==> src/rtl/fifo_rptr_rempty_if.sv <==
// fifo_rptr_rempty_if: read-side handshake, pointer and status bundle of the async FIFO
interface fifo_rptr_rempty_if #(
  parameter int Address    = 3,
  parameter int Data_width = 8
);
  logic                  Rinc;
  logic [Address:0]      Rq2_wptr;
  logic [Data_width-1:0] Rdata_mem;
  logic [Address-1:0]    Radder;
  logic [Address:0]      Rptr;
  logic                  Rempty;
  logic                  Raempty;
  logic [Address:0]      Rlevel;
  logic [Data_width-1:0] Rdata;
  logic                  Rvalid;
  logic                  Runderflow;
  modport slave (
    input  Rinc, Rq2_wptr, Rdata_mem,
    output Radder, Rptr, Rempty, Raempty, Rlevel, Rdata, Rvalid, Runderflow
  );
  modport master (
    output Rinc, Rq2_wptr, Rdata_mem,
    input  Radder, Rptr, Rempty, Raempty, Rlevel, Rdata, Rvalid, Runderflow
  );
endinterface

==> src/rtl/fifo_rptr_rempty.sv <==
// fifo_rptr_rempty: async FIFO read pointer, empty/almost-empty/level status, data stage and underflow
module fifo_rptr_rempty #(
  parameter int Address       = 3,
  parameter int Data_width    = 8,
  parameter int Aempty_thresh = 1
) (
  input logic Rclk,
  input logic Rrst,
  fifo_rptr_rempty_if.slave bus
);
  localparam logic [Address:0] THR = (Address+1)'(Aempty_thresh);
  logic [Address:0]      rbin_q, rbin_d, rptr_q, rptr_d, level_q, level_d, wbin_s;
  logic                  rempty_q, raempty_q, rvalid_q, runder_q, pop;
  logic [Data_width-1:0] rdata_q;
  always_comb begin
    for (int i = 0; i <= Address; i++) wbin_s[i] = ^(bus.Rq2_wptr >> i);
    pop     = bus.Rinc & ~rempty_q;
    rbin_d  = rbin_q + (Address+1)'(pop);
    rptr_d  = (rbin_d >> 1) ^ rbin_d;
    level_d = wbin_s - rbin_d;
  end
  // full-width Gray compare and modular subtraction keep empty/level correct across the MSB wrap
  always_ff @(posedge Rclk or negedge Rrst)
    if (!Rrst) begin
      rbin_q    <= '0;
      rptr_q    <= '0;
      rempty_q  <= 1'b1;
      raempty_q <= 1'b1;
      level_q   <= '0;
      rdata_q   <= '0;
      rvalid_q  <= 1'b0;
      runder_q  <= 1'b0;
    end else begin
      rbin_q    <= rbin_d;
      rptr_q    <= rptr_d;
      rempty_q  <= rptr_d == bus.Rq2_wptr;
      raempty_q <= level_d <= THR;
      level_q   <= level_d;
      rvalid_q  <= pop;
      if (pop) rdata_q <= bus.Rdata_mem;
      runder_q  <= runder_q | (bus.Rinc & rempty_q);
    end
  assign bus.Radder     = rbin_q[Address-1:0];
  assign bus.Rptr       = rptr_q;
  assign bus.Rempty     = rempty_q;
  assign bus.Raempty    = raempty_q;
  assign bus.Rlevel     = level_q;
  assign bus.Rdata      = rdata_q;
  assign bus.Rvalid     = rvalid_q;
  assign bus.Runderflow = runder_q;
endmodule

==> src/flat_wrapper.sv <==
// flat-port wrapper written by rule: the top's interface ports become plain ports
module fifo_rptr_rempty_flat 
#(
  parameter int Address       = 3,
  parameter int Data_width    = 8,
  parameter int Aempty_thresh = 1
)
  (Rclk, Rrst, bus_Rinc, bus_Rq2_wptr, bus_Rdata_mem, bus_Radder, bus_Rptr, bus_Rempty, bus_Raempty, bus_Rlevel, bus_Rdata, bus_Rvalid, bus_Runderflow);
  fifo_rptr_rempty_if #(.Address(Address), .Data_width(Data_width)) bus_i ();
  input logic Rclk;
  input logic Rrst;
  input wire logic [$bits(bus_i.Rinc)-1:0] bus_Rinc;
  input wire logic [$bits(bus_i.Rq2_wptr)-1:0] bus_Rq2_wptr;
  input wire logic [$bits(bus_i.Rdata_mem)-1:0] bus_Rdata_mem;
  output wire logic [$bits(bus_i.Radder)-1:0] bus_Radder;
  output wire logic [$bits(bus_i.Rptr)-1:0] bus_Rptr;
  output wire logic [$bits(bus_i.Rempty)-1:0] bus_Rempty;
  output wire logic [$bits(bus_i.Raempty)-1:0] bus_Raempty;
  output wire logic [$bits(bus_i.Rlevel)-1:0] bus_Rlevel;
  output wire logic [$bits(bus_i.Rdata)-1:0] bus_Rdata;
  output wire logic [$bits(bus_i.Rvalid)-1:0] bus_Rvalid;
  output wire logic [$bits(bus_i.Runderflow)-1:0] bus_Runderflow;
  assign bus_i.Rinc = bus_Rinc;
  assign bus_i.Rq2_wptr = bus_Rq2_wptr;
  assign bus_i.Rdata_mem = bus_Rdata_mem;
  assign bus_Radder = bus_i.Radder;
  assign bus_Rptr = bus_i.Rptr;
  assign bus_Rempty = bus_i.Rempty;
  assign bus_Raempty = bus_i.Raempty;
  assign bus_Rlevel = bus_i.Rlevel;
  assign bus_Rdata = bus_i.Rdata;
  assign bus_Rvalid = bus_i.Rvalid;
  assign bus_Runderflow = bus_i.Runderflow;
  fifo_rptr_rempty #(.Address(Address), .Data_width(Data_width), .Aempty_thresh(Aempty_thresh)) u_core (.Rclk(Rclk), .Rrst(Rrst), .bus(bus_i));
endmodule
==> config.mk <==
export PLATFORM = sky130hd
export DESIGN_NAME = fifo_rptr_rempty_flat
export DESIGN_NICKNAME = d
export VERILOG_FILES = /design/src/rtl/fifo_rptr_rempty_if.sv /design/src/rtl/fifo_rptr_rempty.sv /design/src/flat_wrapper.sv
export SDC_FILE = /design/constraint.sdc
export NUM_CORES = 1
export LEC_CHECK = 0
export CAP_MARGIN = 10
export CORE_AREA = 2 2 63 65
export DETAILED_ROUTE_END_ITERATION = 12
export DIE_AREA = 0 0 65 67
export GPL_TIMING_DRIVEN = 1
export PLACE_DENSITY = 0.62
export SLEW_MARGIN = 20
export SYNTH_ARGS = -nofsm -noshare
export SYNTH_HDL_FRONTEND = slang
export SYNTH_SLANG_ARGS = --single-unit
==> constraint.sdc <==
create_clock -name Rclk -period 6.5 [get_ports Rclk]
set_input_delay 1.3 -clock Rclk [delete_from_list [all_inputs] [get_ports Rclk]]
set_output_delay 1.3 -clock Rclk [all_outputs]
set_load 0.05 [all_outputs]
==> results of run 1 <==
## layer usage
metal  vias to the layer above  GRT usage, %  share of wire [%]  routed length (microns)
li1                        315             -                  -                        -
met1                       324          10.9                 40                      733
met2                        30          17.1                 49                      895
met3                         4          2.87                9.8                      179
met4                         0          4.79                1.4                       26
met5                         -             0                  0                        0
## final timing paths
kind / endpoint / slack, ps / cells after the start
hold / removal: u_core.bus.Runderflow$_DFF_PN0_ / 460 / 1
setup reg to reg: u_core.bus.Raempty$_DFF_PN1_ / 3350 / 11
setup / recovery: u_core.bus.Raempty$_DFF_PN1_ / 2470 / 12
min in group asynchronous: u_core.bus.Runderflow$_DFF_PN0_ / 1000 / 1
max in group asynchronous: u_core.bus.Raempty$_DFF_PN1_ / 5140 / 1
hold reg to reg: u_core.bus.Runderflow$_DFF_PN0_ / 460 / 1
## synth_stat cells, drive strengths merged, types with 2 or more instances
library cell / number
clkbuf: 2
dfrtp: 21
dfstp: 2
ha: 5
inv: 5
mux2: 8
nand3: 2
xnor2: 4
xnor3: 2
xor2: 10
## per-stage QoR
step / cells / instance area (sq um) / worst slack, ps / hold slack (ps) / utilization, %
global placement: 154 / 1440 / 2220 / 441 / 40.0
detailed placement: 154 / 1440 / 2190 / 447 / 40.0
global route: 158 / 1480 / 2210 / 486 / 41.1
finish: 158 / 1480 / 2470 / 462 / 41.1
CTS: 158 / 1490 / 2440 / 465 / 41.3
floorplan: 71 / 1020 / 2820 / 658 / -
## registers in the layout, summed over array words and instances, names as in the netlist
register and cells:
u_core.bus.Rvalid 1, u_core.bus.Raempty 1, u_core.bus.Rempty 1, u_core.bus.Rlevel 4, u_core.bus.Rptr 3, u_core.bus.Runderflow 1, u_core.rbin_q 4, u_core.bus.Rdata 8
## final cells by class
class	instances	area, sq um	share of cell area (%)
tap	48	60.1	4.05
multi-input combinational	41	415	28.0
clock buffer	4	45.0	3.04
sequential	23	578	39.0
inverter	5	18.8	1.27
timing repair buffer	37	365	24.6
## logic make-up after synthesis
family | after synthesis | share of synthesized area, %
adders and majority gates | 5 | 6.13
xor gates and xnor gates | 16 | 16.6
buffers and inverters | 7 | 2.58
and+or+nand+nor | 6 | 4.05
muxes | 8 | 8.83
DFF | 23 | 56.7
AOI/OAI and AO/OA | 6 | 5.15
==> flow_summary.rst, run 1 <==
.. list-table::
   :header-rows: 1

   * - Metric
     - Value
   * - Status
     - finished, final reports clean
   * - Layout net count
     - 131
   * - Sequence of cells on the critical path
     - clkdlybuf4s50_1, nand2b_1, inv_1, ha_1, ha_1, xor2_1, inv_1, ha_1, or3b_2, o211ai_2, xnor2_1, nor3_2
   * - Routed vias
     - 673
   * - Antenna violations before repair
     - 0
   * - Worst r2r src
     - u_core.bus.Rempty$_DFF_PN1_
   * - Routed length per instance
     - 11.6 microns
   * - Main synth FF type
     - dfrtp_1
   * - Sequential-to-total area share from yosys stat
     - 56.7%
   * - Buf/Inv on CP
     - 3
   * - Largest cells by area after synthesis
     - dfrtp_1 (52%), mux2_2 (8.8%), xor2_1 (8.6%), ha_1 (6.1%), dfstp_2 (5.2%)
   * - Setup tns final
     - 0 ps
   * - Placed wire-length estimate
     - 1.47 mm
   * - Number of buffers added on ports
     - 37
   * - RSZ-0062 raised after global routing
     - no
   * - Number of different library cells in the post-synthesis netlist
     - 21
   * - Critical Path Max Stage Delay
     - 460 ps
   * - Gate Count Post-Synth
     - 71
   * - Net count after synthesis
     - 91
   * - Hold Buf Count CTS
     - 0
   * - Row Count
     - 22
   * - X dimension of the die
     - 65 microns
   * - Largest net degree at the start of global routing
     - 24
   * - Clock-pin slew reported for the worst setup and hold paths after clock tree synthesis
     - 70 ps
   * - Count of instances resized after the clock tree is built
     - 0
   * - First-pass GRT wire length
     - 3.21 mm
   * - Max Cap Viol
     - 0
   * - Number of register bits inferred by synthesis
     - 23
   * - Ys Warns
     - 0
   * - Level count of the clock H-tree
     - 1
   * - Residual overflow from global routing
     - 0
   * - Crit end category
     - flip-flop
   * - CTS tree
     - yes
   * - Critical path data required time
     - 6690 ps
   * - Average instance area after synthesis
     - 14.4 sq um
   * - Most common cell after layout, fill and taps aside
     - clkdlybuf4s50_1
   * - Synth Cell Area
     - 1020 sq um
   * - Async set or reset register ratio after synthesis
     - 100%
   * - Clock root cell
     - clkbuf_8
   * - Slowest library cell on the worst path
     - or3b_2
   * - Worst max-slew margin expressed relative to the limit
     - 65.6%
   * - Maximum clock frequency
     - 0.248 GHz
   * - Number of placed I/O pins
     - 38
   * - Overall fraction of global-route tracks in use
     - 9.81%
   * - Portion of the clock cycle consumed by the worst path in the final layout
     - 62.0%
   * - Antenna diode instance count
     - 0
   * - # DRC
     - 0
   * - Total wirelength of the detailed-routed design
     - 1.83 mm
   * - Top library cells by usage in the layout, fill and taps aside
     - clkdlybuf4s50_1 (36), dfrtp_1 (21), xor2_1 (10), mux2_2 (8)
   * - Worst setup startpoint
     - bus_Rinc
   * - Maximum root-to-sink buffer count
     - 2
   * - Post-route antenna net violation count
     - 0
   * - Global placer's final weighted congestion
     - 0.705
   * - Largest clock skew in the final design
     - 1.83 ps
   * - Number of DRC markers after the initial detailed-route iteration
     - 1
   * - Die boundary height
     - 67 microns
   * - Starting density of the core
     - 28.3%
   * - Filler Cell Count
     - 347
   * - Highest fanout seen on the critical path
     - 9
   * - Area of the core
     - 3610 sq um
   * - Minimum clock period
     - 4030 ps
   * - Leading area contributor after synthesis
     - dfrtp_1
   * - Clk sinks
     - 23
   * - Total setup violations reported at the end of the flow
     - 0
   * - Element type at the critical path start
     - input port
   * - DIE AREA
     - 4360 sq um
   * - Classification of the worst setup path
     - in2reg
   * - Hold violation total from the final report
     - 0
   * - Top cell by count, worst path
     - ha_1
   * - Inserted Clock Buffers
     - 3
   * - Min-Delay Path Class
     - reg2reg
   * - Vias in the first global route
     - 722
   * - Vias per Instance
     - 4.26
   * - Number of enable-type register cells in the synthesized netlist
     - 0
   * - Total setup buffers inserted after CTS
     - 0
   * - Fraction of synthesized cell area taken by the top area cell type
     - 51.5%
   * - Worst Min Path Start
     - u_core.bus.Runderflow$_DFF_PN0_
   * - Arr. time, crit path
     - 4220 ps
   * - Synth-to-layout area growth
     - 45.4%
   * - Final number of max-transition violations
     - 0
   * - Number of detailed-routing iterations run before antenna repair
     - 2
   * - Largest delay share family, worst path
     - simple AND/OR/NAND/NOR gates
   * - Worst skew pair latency
     - 250 ps
   * - Fraction of final layout cells with drive strength greater than 1
     - 17.3%
   * - Transition time at the pin with the least slew margin
     - 514 ps
Power of run 1 is left out: the tool's default activity adds up to more than one toggle a clock period on the data nets, which glitch-free logic cannot reach.
==> run 2: changes to the inputs <==
- PLACE_DENSITY: 0.62 -> 0.64
- clock period: 6.5 -> 3.7 ns (I/O delays scaled with it)
==> flow_summary.rst, run 2 (synthesis gave the netlist of run 1 again) <==
.. list-table::
   :header-rows: 1

   * - Metric
     - Value
   * - Inserted Clock Buffers
     - 3 (unchanged)
   * - Clk sinks
     - 23 (unchanged)
   * - Area of the core
     - 3610 sq um (unchanged)
   * - Level count of the clock H-tree
     - 1 (unchanged)
   * - Cell total after placement
     - 156 (was 154)
   * - Clock-pin slew reported for the worst setup and hold paths after clock tree synthesis
     - 70 ps (about the same)
   * - Antenna diode instance count
     - 0 (unchanged)
   * - Overall fraction of global-route tracks in use
     - 9.22% (was 9.81%)
   * - Hold violation total from the final report
     - 0 (unchanged)
   * - Total setup violations reported at the end of the flow
     - 0 (unchanged)
   * - Die boundary height
     - 67 microns (unchanged)
   * - Maximum clock frequency
     - 0.330 GHz
   * - # DRC
     - 0 (unchanged)
   * - Filler Cell Count
     - 339 (was 347)
   * - Met2 routed wirelength
     - 1.01 mm (was 895 microns)
   * - Highest fanout seen on the critical path
     - 3 (was 9)
   * - Maximum root-to-sink buffer count
     - 2 (unchanged)
   * - Number of detailed-routing iterations run before antenna repair
     - 4 (was 2)
   * - Routed length per instance
     - 11.9 microns (was 11.6 microns)
   * - Final design utilization
     - 41.6% (was 41.1%)
   * - Hold Buf Count CTS
     - 0 (unchanged)
   * - Element type at the critical path start
     - input port (unchanged)
   * - Total met3 wirelength after detailed routing
     - 175 microns (was 179 microns)
   * - Arr. time, crit path
     - 3220 ps (was 4220 ps)
   * - Residual overflow from global routing
     - 0 (unchanged)
   * - Post-route antenna net violation count
     - 0 (unchanged)
   * - Minimum clock period
     - 3030 ps
   * - Highest layer used for signal routing
     - met3 (was met4)
   * - Crit end category
     - flip-flop (unchanged)
   * - Max reg flops
     - 8 (unchanged)
   * - CTS tree
     - yes (unchanged)
   * - Critical path data required time
     - 3880 ps (was 6690 ps)
   * - Synth-to-layout area growth
     - 47.0% (was 45.4%)
   * - Portion of the clock cycle consumed by the worst path in the final layout
     - 82.0%
   * - Final std cells w/o fill
     - 160 (was 158)
   * - Number of buffers added on ports
     - 37 (unchanged)
   * - Number of placed I/O pins
     - 38 (unchanged)
   * - Max Cap Viol
     - 0 (unchanged)
   * - Worst skew pair latency
     - 250 ps (about the same)
   * - Cell area after placement
     - 1460 sq um (was 1440 sq um)
   * - RSZ-0062 raised after global routing
     - no (unchanged)
   * - Total wirelength of the detailed-routed design
     - 1.90 mm (was 1.83 mm)
   * - Vias in the first global route
     - 742 (was 722)
   * - Final number of max-transition violations
     - 0 (unchanged)
   * - Classification of the worst setup path
     - in2reg (unchanged)
   * - Starting density of the core
     - 28.3% (unchanged)
   * - X dimension of the die
     - 65 microns (unchanged)
   * - Row Count
     - 22 (unchanged)
   * - Design Area, Final
     - 1500 sq um (was 1480 sq um)
   * - Met1 routed wirelength after detailed routing
     - 713 microns (was 733 microns)
   * - Min-Delay Path Class
     - in2async (was reg2reg)
   * - Count of instances resized after the clock tree is built
     - 0 (unchanged)
   * - Antenna violations before repair
     - 0 (unchanged)
   * - Global placer's final weighted congestion
     - 0.725 (was 0.705)
   * - Layout net count
     - 133 (was 131)
   * - Fraction of final layout cells with drive strength greater than 1
     - 19.6% (was 17.3%)
   * - Setup tns final
     - 0 ps (unchanged)
   * - Largest clock skew in the final design
     - 1.54 ps (was 1.83 ps)
   * - Number of DRC markers after the initial detailed-route iteration
     - 6 (was 1)
   * - Most common cell after layout, fill and taps aside
     - clkdlybuf4s50_1 (unchanged)
   * - DIE AREA
     - 4360 sq um (unchanged)
   * - Total setup buffers inserted after CTS
     - 0 (unchanged)
   * - Routed vias
     - 679 (was 673)
   * - Largest net degree at the start of global routing
     - 24 (unchanged)
   * - Clock root cell
     - clkbuf_8 (unchanged)
   * - Top library cells by usage in the layout, fill and taps aside
     - clkdlybuf4s50_1 (36), dfrtp_1 (21), xor2_1 (10), mux2_2 (8) (unchanged)
   * - Transition time at the pin with the least slew margin
     - 513 ps (was 514 ps)
   * - Status
     - finished, final reports clean (unchanged)
   * - Placed wire-length estimate
     - 1.52 mm (was 1.47 mm)
   * - First-pass GRT wire length
     - 3.17 mm (was 3.21 mm)
   * - Vias per Instance
     - 4.24 (was 4.26)
   * - Worst max-slew margin expressed relative to the limit
     - 65.7% (was 65.6%)
run 2: cell types whose count changed in the layout (fill, tap and decap cells not counted), sizes merged:
cell | before | now
clkinv | 0 | 1
buf | 1 | 3
clkbuf | 4 | 3
run 2: final timing paths:
path,start,to,slack [ps],depth (start not counted)
max,bus_Rinc,u_core.bus.Raempty$_DFF_PN1_,670,12
min,Rrst,u_core.bus.Runderflow$_DFF_PN0_,430,1
max reg2reg,u_core.bus.Rempty$_DFF_PN1_,u_core.bus.Raempty$_DFF_PN1_,1020,11
min reg2reg,u_core.bus.Runderflow$_DFF_PN0_,u_core.bus.Runderflow$_DFF_PN0_,470,1
max in group asynchronous,Rrst,u_core.bus.Raempty$_DFF_PN1_,2910,1
min in group Rclk,u_core.bus.Runderflow$_DFF_PN0_,u_core.bus.Runderflow$_DFF_PN0_,470,1
run 2: worst max-delay path, stage by stage:
cell,delay [ps]
clkdlybuf4s50_1,480
nand2b_1,70
inv_1,80
ha_1,200
ha_1,210
xor2_1,220
inv_1,70
ha_1,320
or3b_2,460
o211ai_2,90
xnor2_1,120
nor3_2,160
run 2: per-layer routing:
metal | global-route usage [%] | up-vias
li1 | - | 318
met1 | 9.17 | 336
met2 | 18.8 | 25
met3 | 2.20 | 0
met4 | 2.39 | 0
met5 | 0 | -
run 2: layout make-up:
type | count | area [sq um] | area share (%)
repair buffers | 39 | 380 | 25.4
well taps | 48 | 60.1 | 4.01
clock buffers | 3 | 41.3 | 2.75
multi-input cells | 41 | 415 | 27.7
clock inverters | 1 | 5.00 | 0.334
flip-flops and latches | 23 | 578 | 38.6
inverters | 5 | 18.8 | 1.25
run 2: metrics by stage:
step	setup WS (ps)	hold WS (ps)
after floorplan	549	444
after global placement	482	443
after detailed placement	425	456
after CTS	691	473
after global routing	520	471
final	666	433
Power of run 2 is left out for the same reason.
